### src/rtl/led_shift_tx.sv
// -----------------------------------------------------------------------------
// led_shift_tx
//
// Frame consumer for the LED shift-register driver chain. A single-cycle
// enable pulse captures a DATA_W-bit frame, which is then clocked out on
// led_sclk/led_sdi (one bit per sclk period, CLK_DIV clk cycles per
// half-period). After the last bit led_le is held high for LE_CYCLES cycles
// to latch the chain, followed by a one-cycle done pulse.
//
// Ports
//   clk        in   1       system clock
//   rst        in   1       synchronous reset, active-high
//   enable     in   1       frame request, accepted only while idle
//   data_in    in   DATA_W  frame data, sampled in the accepting cycle
//   led_sclk   out  1       serial shift clock
//   led_sdi    out  1       serial data, stable across a full sclk period
//   led_le     out  1       latch enable
//   busy       out  1       frame in flight (shift + latch phases)
//   done       out  1       one-cycle pulse after led_le falls
//   drop       out  1       one-cycle pulse for an enable seen while busy
//   frame_cnt  out  16      completed frames, wrapping
// -----------------------------------------------------------------------------
module led_shift_tx #(
    parameter int DATA_W    = 128,
    parameter int CLK_DIV   = 2,
    parameter int LE_CYCLES = 2,
    parameter int MSB_FIRST = 1
) (
    input  logic              clk,
    input  logic              rst,
    input  logic              enable,
    input  logic [DATA_W-1:0] data_in,
    output logic              led_sclk,
    output logic              led_sdi,
    output logic              led_le,
    output logic              busy,
    output logic              done,
    output logic              drop,
    output logic [15:0]       frame_cnt
);

    localparam int DIV_W = $clog2(CLK_DIV) + 1;
    localparam int BIT_W = $clog2(DATA_W);
    localparam int LE_W  = $clog2(LE_CYCLES) + 1;

    localparam logic [DIV_W-1:0] DIV_LAST = DIV_W'(CLK_DIV - 1);
    localparam logic [BIT_W-1:0] BIT_LAST = BIT_W'(DATA_W - 1);
    localparam logic [LE_W-1:0]  LE_LAST  = LE_W'(LE_CYCLES - 1);

    typedef enum logic [1:0] {
        ST_IDLE,
        ST_SHIFT_LO,
        ST_SHIFT_HI,
        ST_LATCH
    } state_t;

    state_t            state_q, state_d;
    logic [DATA_W-1:0] shift_q, shift_d;
    logic [BIT_W-1:0]  bit_cnt_q, bit_cnt_d;
    logic [DIV_W-1:0]  div_cnt_q, div_cnt_d;
    logic [LE_W-1:0]   le_cnt_q, le_cnt_d;
    logic              led_sclk_q, led_sclk_d;
    logic              led_sdi_q, led_sdi_d;
    logic              led_le_q, led_le_d;
    logic              busy_q, busy_d;
    logic              done_q, done_d;
    logic              drop_q, drop_d;
    logic [15:0]       frame_cnt_q, frame_cnt_d;

    // Bit order is fixed at elaboration: the bit on the wire is always the
    // one at the "head" end of the shift register, and advancing moves the
    // next bit into the head position.
    logic [DATA_W-1:0] shift_adv;
    logic              head_bit;

    generate
        if (MSB_FIRST != 0) begin : g_msb_first
            assign shift_adv = {shift_q[DATA_W-2:0], 1'b0};
            assign head_bit  = shift_d[DATA_W-1];
        end else begin : g_lsb_first
            assign shift_adv = {1'b0, shift_q[DATA_W-1:1]};
            assign head_bit  = shift_d[0];
        end
    endgenerate

    always_comb begin
        state_d     = state_q;
        shift_d     = shift_q;
        bit_cnt_d   = bit_cnt_q;
        div_cnt_d   = div_cnt_q;
        le_cnt_d    = le_cnt_q;
        done_d      = 1'b0;
        frame_cnt_d = frame_cnt_q;

        // Any request arriving outside IDLE is refused and reported.
        drop_d = enable && (state_q != ST_IDLE);

        case (state_q)
            ST_IDLE: begin
                if (enable) begin
                    shift_d   = data_in;
                    bit_cnt_d = '0;
                    div_cnt_d = '0;
                    state_d   = ST_SHIFT_LO;
                end
            end
            ST_SHIFT_LO: begin
                if (div_cnt_q == DIV_LAST) begin
                    div_cnt_d = '0;
                    state_d   = ST_SHIFT_HI;
                end else begin
                    div_cnt_d = div_cnt_q + 1'b1;
                end
            end
            ST_SHIFT_HI: begin
                if (div_cnt_q == DIV_LAST) begin
                    div_cnt_d = '0;
                    if (bit_cnt_q == BIT_LAST) begin
                        le_cnt_d = '0;
                        state_d  = ST_LATCH;
                    end else begin
                        // Data only changes on the falling sclk transition,
                        // so sdi is stable for the whole sclk period.
                        shift_d   = shift_adv;
                        bit_cnt_d = bit_cnt_q + 1'b1;
                        state_d   = ST_SHIFT_LO;
                    end
                end else begin
                    div_cnt_d = div_cnt_q + 1'b1;
                end
            end
            ST_LATCH: begin
                if (le_cnt_q == LE_LAST) begin
                    done_d      = 1'b1;
                    frame_cnt_d = frame_cnt_q + 16'd1;
                    state_d     = ST_IDLE;
                end else begin
                    le_cnt_d = le_cnt_q + 1'b1;
                end
            end
            default: state_d = ST_IDLE;
        endcase

        // Outputs are decoded from the next state so that the registered
        // pins line up exactly with the state they describe.
        led_sclk_d = (state_d == ST_SHIFT_HI);
        led_le_d   = (state_d == ST_LATCH);
        busy_d     = (state_d != ST_IDLE);
        led_sdi_d  = ((state_d == ST_SHIFT_LO) || (state_d == ST_SHIFT_HI)) ? head_bit : 1'b0;
    end

    always_ff @(posedge clk) begin
        if (rst) begin
            state_q     <= ST_IDLE;
            shift_q     <= '0;
            bit_cnt_q   <= '0;
            div_cnt_q   <= '0;
            le_cnt_q    <= '0;
            led_sclk_q  <= 1'b0;
            led_sdi_q   <= 1'b0;
            led_le_q    <= 1'b0;
            busy_q      <= 1'b0;
            done_q      <= 1'b0;
            drop_q      <= 1'b0;
            frame_cnt_q <= '0;
        end else begin
            state_q     <= state_d;
            shift_q     <= shift_d;
            bit_cnt_q   <= bit_cnt_d;
            div_cnt_q   <= div_cnt_d;
            le_cnt_q    <= le_cnt_d;
            led_sclk_q  <= led_sclk_d;
            led_sdi_q   <= led_sdi_d;
            led_le_q    <= led_le_d;
            busy_q      <= busy_d;
            done_q      <= done_d;
            drop_q      <= drop_d;
            frame_cnt_q <= frame_cnt_d;
        end
    end

    assign led_sclk  = led_sclk_q;
    assign led_sdi   = led_sdi_q;
    assign led_le    = led_le_q;
    assign busy      = busy_q;
    assign done      = done_q;
    assign drop      = drop_q;
    assign frame_cnt = frame_cnt_q;

endmodule
### config.mk
export PLATFORM = sky130hd
export DESIGN_NAME = led_shift_tx
export DESIGN_NICKNAME = d
export VERILOG_FILES = /design/src/rtl/led_shift_tx.sv
export SDC_FILE = /design/constraint.sdc
export NUM_CORES = 1
export LEC_CHECK = 0
export ABC_AREA = 0
export ABC_CLOCK_PERIOD_IN_PS = 2900
export BUFFER_PORTS_ARGS = -buffer_cell sky130_fd_sc_hd__clkbuf_2
export CAP_MARGIN = 5
export CELL_PAD_IN_SITES_DETAIL_PLACEMENT = 0
export CELL_PAD_IN_SITES_GLOBAL_PLACEMENT = 1
export CORE_MARGIN = 4
export CORE_UTILIZATION = 41
export DETAILED_ROUTE_END_ITERATION = 6
export HOLD_SLACK_MARGIN = 0.02
export PLACE_DENSITY_LB_ADDON = 0.15
export SYNTH_ARGS = -nofsm -noshare
export SYNTH_HDL_FRONTEND = slang
export SYNTH_SLANG_ARGS = --single-unit
### constraint.sdc
create_clock -name clk -period 2.9 [get_ports clk]
set_input_delay 0.435 -clock clk [delete_from_list [all_inputs] [get_ports clk]]
set_output_delay 0.435 -clock clk [all_outputs]
set_load 0.02 [all_outputs]
Word-level counts from Yosys, hierarchy flattened
Cells that the tools add are included.
- bits of input ports: 131
- register bits: 163
- logic and storage cells: 70
- output and inout port bits: 22
- reduce and logical (&&, ||, !) cells: 15
- equal/unequal tests: 14
- multiplexer cells: 22
- $add $sub $neg: 4
- bitwise gates (word level): 2
- operators by type and width (operator ; number):
    128-bit 2-to-1 mux ; 3
    128-bit one-hot mux with 2 select lines ; 1
    7-bit 2-to-1 mux ; 3
    2-bit 2-to-1 mux ; 10
    16-bit by 1-bit adder with 16-bit output (second input constant) ; 1
    7-bit one-hot mux with 2 select lines ; 1
    2-bit != test (second input constant) ; 5
    2-bit nonzero test ; 5
    2-bit by 1-bit equality test with 1-bit output (second input constant) ; 4
    2-bit equality test (second input constant) ; 4
    2-bit one-hot mux with 2 select lines ; 2
    2-bit one-hot mux with 4 select lines ; 1
    4-bit AND reduction ; 2
    7-bit by 1-bit adder with 7-bit output (second input constant) ; 1
    7-bit equality test (second input constant) ; 1
    2-bit OR reduction ; 3
    2-bit by 1-bit adder with 2-bit output (second input constant) ; 2
    2-bit AND reduction ; 2
    2-bit zero test ; 1
    1-bit inverter ; 2
    1-bit logical AND ; 1
    1-bit logical OR ; 1
    1-bit 2-to-1 mux ; 1

Longest topological paths before layout
- depth after elaboration: 8
- depth in mapped cells: 10
- mapped depth without buffers: 8

Worst setup path after synthesis
No wires, ideal clock.
- path kind: register to register
- from: register le_cnt_q[0]
- to: register led_sdi_q, in the netlist led_sdi
- cell stages (with the launch flop): 9
- setup time: 86 ps
- path slack: 726 ps
- arrival time: 2088 ps
- required time: 2814 ps
- clock period less this slack: 2174 ps
- buffers on the path: 1
- cell sequence: dfxtp_1 -> ha_1 -> clkbuf_1 -> and3b_1 -> a2111oi_0 -> a2bb2oi_1 -> inv_1 -> ha_1 -> a211oi_1
- word-level cells in the longest chain between the ends: 7
- elaborated cells between the ends (all ways): 8
- classes of those cells: eq/ne: 3; mux: 2; bitwise: 1; reduce/logical: 2
- ends and longest elaborated chain (element ; RTL line ; source):
    start: declaration ; 61 ; logic [LE_W-1:0] le_cnt_q, le_cnt_d;
    start signal: assignment ; 171 ; le_cnt_q <= le_cnt_d;
    2-bit by 1-bit equality test with 1-bit output * ; 133 ; if (le_cnt_q == LE_LAST) begin
    2-bit 2-to-1 mux * ; 133 ;
    2-bit one-hot mux with 4 select lines * ; 98 ; case (state_q)
    net state_d[1] ; 57 ; state_t state_q, state_d;
    2-bit by 1-bit equality test with 1-bit output or 2-bit equality test (tied branches) ; 149 ; led_sdi_d = ((state_d == ST_SHIFT_LO) || (state_d == ST_SHIFT_HI)) ? head_bit : 1'b0;
    1-bit logical OR * ; 149 ;
    1-bit inverter (no line) * ; -- ;
    2-bit OR reduction (no line) * ; -- ;
    end signal: assignment ; 173 ; led_sdi_q <= led_sdi_d;
    end: declaration ; 63 ; logic led_sdi_q, led_sdi_d;
The timed path passes the listed nets; every way through them passes the cells marked *.
A chain may end at the register's enable or synchronous reset.

Worst setup path after layout
- from: register state_q[1]
- to: register shift_q[6]
- word-level cells in the longest chain between the ends: 3
- elaborated cells between the ends (all ways): 8
- classes of those cells: eq/ne: 4; mux: 1; reduce/logical: 3
- ends and longest elaborated chain (element ; RTL line ; source):
    start: declaration ; 57 ;
    start signal: assignment ; 167 ; state_q <= state_d;
    2-bit equality test or 2-bit zero test (tied branches) ; 98 ;
    2-bit != test (no line) or 2-bit nonzero test (tied branches) ; -- ;
    4-bit AND reduction (no line) ; -- ;
    end signal: assignment ; 168 ; shift_q <= shift_d;
    end: declaration ; 58 ; logic [DATA_W-1:0] shift_q, shift_d;
Several ways; a longest one is shown, not always the timed one.

==> run_results.csv <==
group,metric,value,unit
setup_path,start_kind,"register",
grt,grt_pass1_vias,6604,
min_path,hold_path.class,"input pin to register",
grt,antenna_found_initial,0,
final_layout,final_cell_mix,"dfxtp_1, clkbuf_2, a21oi_1, a22oi_1, a211oi_1",
final_layout,fin_nets,1030,
flow_run,maxCapViolations,0,
sta,drv_slew,0,
drt,wl_met1,8.74,mm
setup_path,cp.arrival,2.72,ns
setup_path,critPathKind,"register to register",
min_path,min_from,"enable",
yosys,ys_warn_count,0,
min_path,whs_path_depth,2,
drt,vias,6695,
drt,top_layer_used,"met4",
final_layout,syn_to_final_growth,19.2,%
clock_network,post_cts_buffers,0,
drt,dr_wl_met2,9.05,mm
drt,wire_per_inst,17.2,µm
sta,clock.fmax,406,MHz
drt,drt_wl_total,19.4,mm
clock_network,clk_transition_reported_paths,0.06,ns
yosys,syn-num-nets,941,
yosys,ys_seq_area_share,45.0,%
setup_path,max_stage_delay,0.54,ns
power,total_power,5.54,mW
clock_network,ctsResizeCount,0,
place,dp_slack,0.460,ns
place,io_buffers,152,
power,power.density,640,nW/µm²
final_layout,drive_gt1_share,22.1,%
yosys,ys_ff_latch,163,
yosys,syn-cell-area,7260,µm²
yosys,syn_avg_cell_area,9.07,µm²
setup_path,crit_path_max_fanout,42,
floorplan,ioPinCount,153,
grt,grt_max_degree,133,
clock_network,h-tree-depth,4,
drt,drc,0,
sta,worstMarginPinSlew,0.939,ns
setup_path,r2r.worst_path.cells,6,
sta,fin_worst_skew,0.00575,ns
setup_path,worstReg2RegEnd,"shift_q[6]",
setup_path,r2r_slack,0.44,ns
drt,dr_wl_met3,1.34,mm
setup_path,crit_cells,6,
floorplan,core-area,17300,µm²
clock_network,root_buffer,"clkbuf_16",
place,gp_congestion,0.758,
place,dp.final_hpwl,11.8,mm
setup_path,cp.required,3.16,ns
clock_network,cts_tree,"yes",
setup_path,cpLargestDelayFamily,"adder cells",
sta,fin_crit_sh,85.0,%
sta,setup_viol,0,
yosys,ys.flop_type,"dfxtp_1",
sta,rsz0062_at_grt,"no",
drt,vias_per_cell,5.95,
sta,period_needed,2.46,ns
run_status,outcome,"complete, no violations",
min_path,min_to,"drop",
grt,grt_pass1_wl,32.2,mm
final_layout,layout_commonest_cell,"dfxtp_1",
floorplan,initial_utilization,42.0,%
power,ir_drop,429,µV
yosys,synth-edff-count,0,
sta,hold_violations,0,
floorplan,rows,48,
power,leakage,3.18,nW
setup_path,crit_path_end_kind,"register",
clock_network,cts_inserted_buffers,17,
drt,ant_nets,0,
clock_network,ctsLongestPathBuffers,2,
grt,grt-ovfl-total,0,
grt,grt_use_total,19.3,%
floorplan,die_w,141,µm
setup_path,crit_chain,"ha_1 > nor2_1 > a211o_1 > nor2_4 > buf_4 > a211oi_1",
sta,slew_headroom,37.4,%
drt,drt-initial-drc-count,569,
floorplan,dieHeight,141,µm
sta,worst_slack,0.435,ns
yosys,synthDistinctLibCells,47,
yosys,postSynth.asyncResetShare,0,%
drt,firstDrtPassIters,6,
setup_path,cpMaxStageDelayCell,"ha_1",
yosys,syn_inst,800,
setup_path,cp-startpoint,"state_q[1]",
clock_network,holdBufCountCts,0,
final_layout,insertedDiodeCount,0,
setup_path,r2r-start,"state_q[1]",
floorplan,die_area,19900,µm²
clock_network,clkLatencyLatePin,0.42,ns
setup_path,critPathBufInv,1,
sta,tns,0,ns
clock_network,cts_sinks,163,
## worst register-to-register path, cell delays in order, from the launching register on
cell and delay [ns]:
dfxtp_1 0.42, ha_1 0.54, nor2_1 0.18, a211o_1 0.40
nor2_4 0.18, buf_4 0.42, a211oi_1 0.16
## where the power goes
| group | switching [mW] | internal (mW) |
|---|---|---|
| registers | 0.110 | 2.45 |
| clock network | 0.843 | 1.36 |
| logic | 0.448 | 0.329 |
## logic make-up after synthesis
kind of cell             share of synthesized area, %
adder cells (fa/ha/maj)                          1.72
multiplexers                                    0.758
XOR/XNOR                                         1.21
AND/OR/NAND/NOR                                  6.74
AO/OA/AOI/OAI                                    38.2
buffers and inverters                            6.38
flip-flops                                       45.0
## layer usage
| layer | GRT usage [%] | up-vias |
|---|---|---|
| met3 | 6.38 | 18 |
| met4 | 5.51 | 0 |
| li1 | - | 3270 |
| met2 | 30.0 | 190 |
| met5 | 0 | - |
| met1 | 25.8 | 3217 |
## per-stage QoR
stage / cell area [µm²] / util [%] / hold WS, ns / std cells
after floorplan: 7260 / - / 0.447 / 800
after global placement: 8080 / 46.7 / 0.457 / 1095
after detailed placement: 8080 / 46.7 / 0.471 / 1095
after CTS: 8650 / 50.0 / 0.313 / 1125
after global routing: 8650 / 50.0 / 0.316 / 1125
final: 8650 / 50.0 / 0.337 / 1125
## cells in the mapped netlist, types with 3 or more instances
cell | n | area share, %
xnor2_1 | 6 | 0.72
a22oi_1 | 127 | 13
buf_1 | 3 | 0.16
nand4_1 | 6 | 0.52
clkbuf_1 | 60 | 3.1
a21oi_1 | 136 | 9.4
nand2_1 | 8 | 0.41
mux2_2 | 4 | 0.62
nand3_1 | 10 | 0.69
or4_1 | 4 | 0.41
inv_1 | 11 | 0.57
nor3_1 | 5 | 0.34
nor3b_1 | 4 | 0.41
buf_2 | 28 | 1.9
dfxtp_1 | 163 | 45
nor2_1 | 24 | 1.2
nor4_1 | 3 | 0.26
buf_6 | 4 | 0.62
ha_1 | 10 | 1.7
o21ai_0 | 8 | 0.55
a211oi_1 | 128 | 13
nor2b_1 | 9 | 0.78
xor2_1 | 4 | 0.48
and3_1 | 5 | 0.43
## worst max-delay path by stage
stage and to:
2_1_floorplan led_sdi, 4_1_cts shift_q[44], 3_5_place_dp shift_q[44], 6_report shift_q[6]
5_1_grt led_sdi, 3_3_place_gp shift_q[7]
## layout make-up
class | instances | area [µm²]
fillers | 1674 | 8650
multi-input cells | 531 | 3570
flip-flops and latches | 163 | 3260
repair buffers | 165 | 923
clock buffers | 24 | 462
well taps | 225 | 282
clock inverters | 6 | 105
inverters | 11 | 41.3
## sequential cells by signal, summed over array words and instances (netlist names)
name       cells
state_q        2
le_cnt_q       2
led_sclk       1
led_sdi        1
div_cnt_q      2
bit_cnt_q      7
shift_q      128
done           1
drop           1
busy           1
led_le         1
frame_cnt     16
Power figures use the tool's default switching activity.
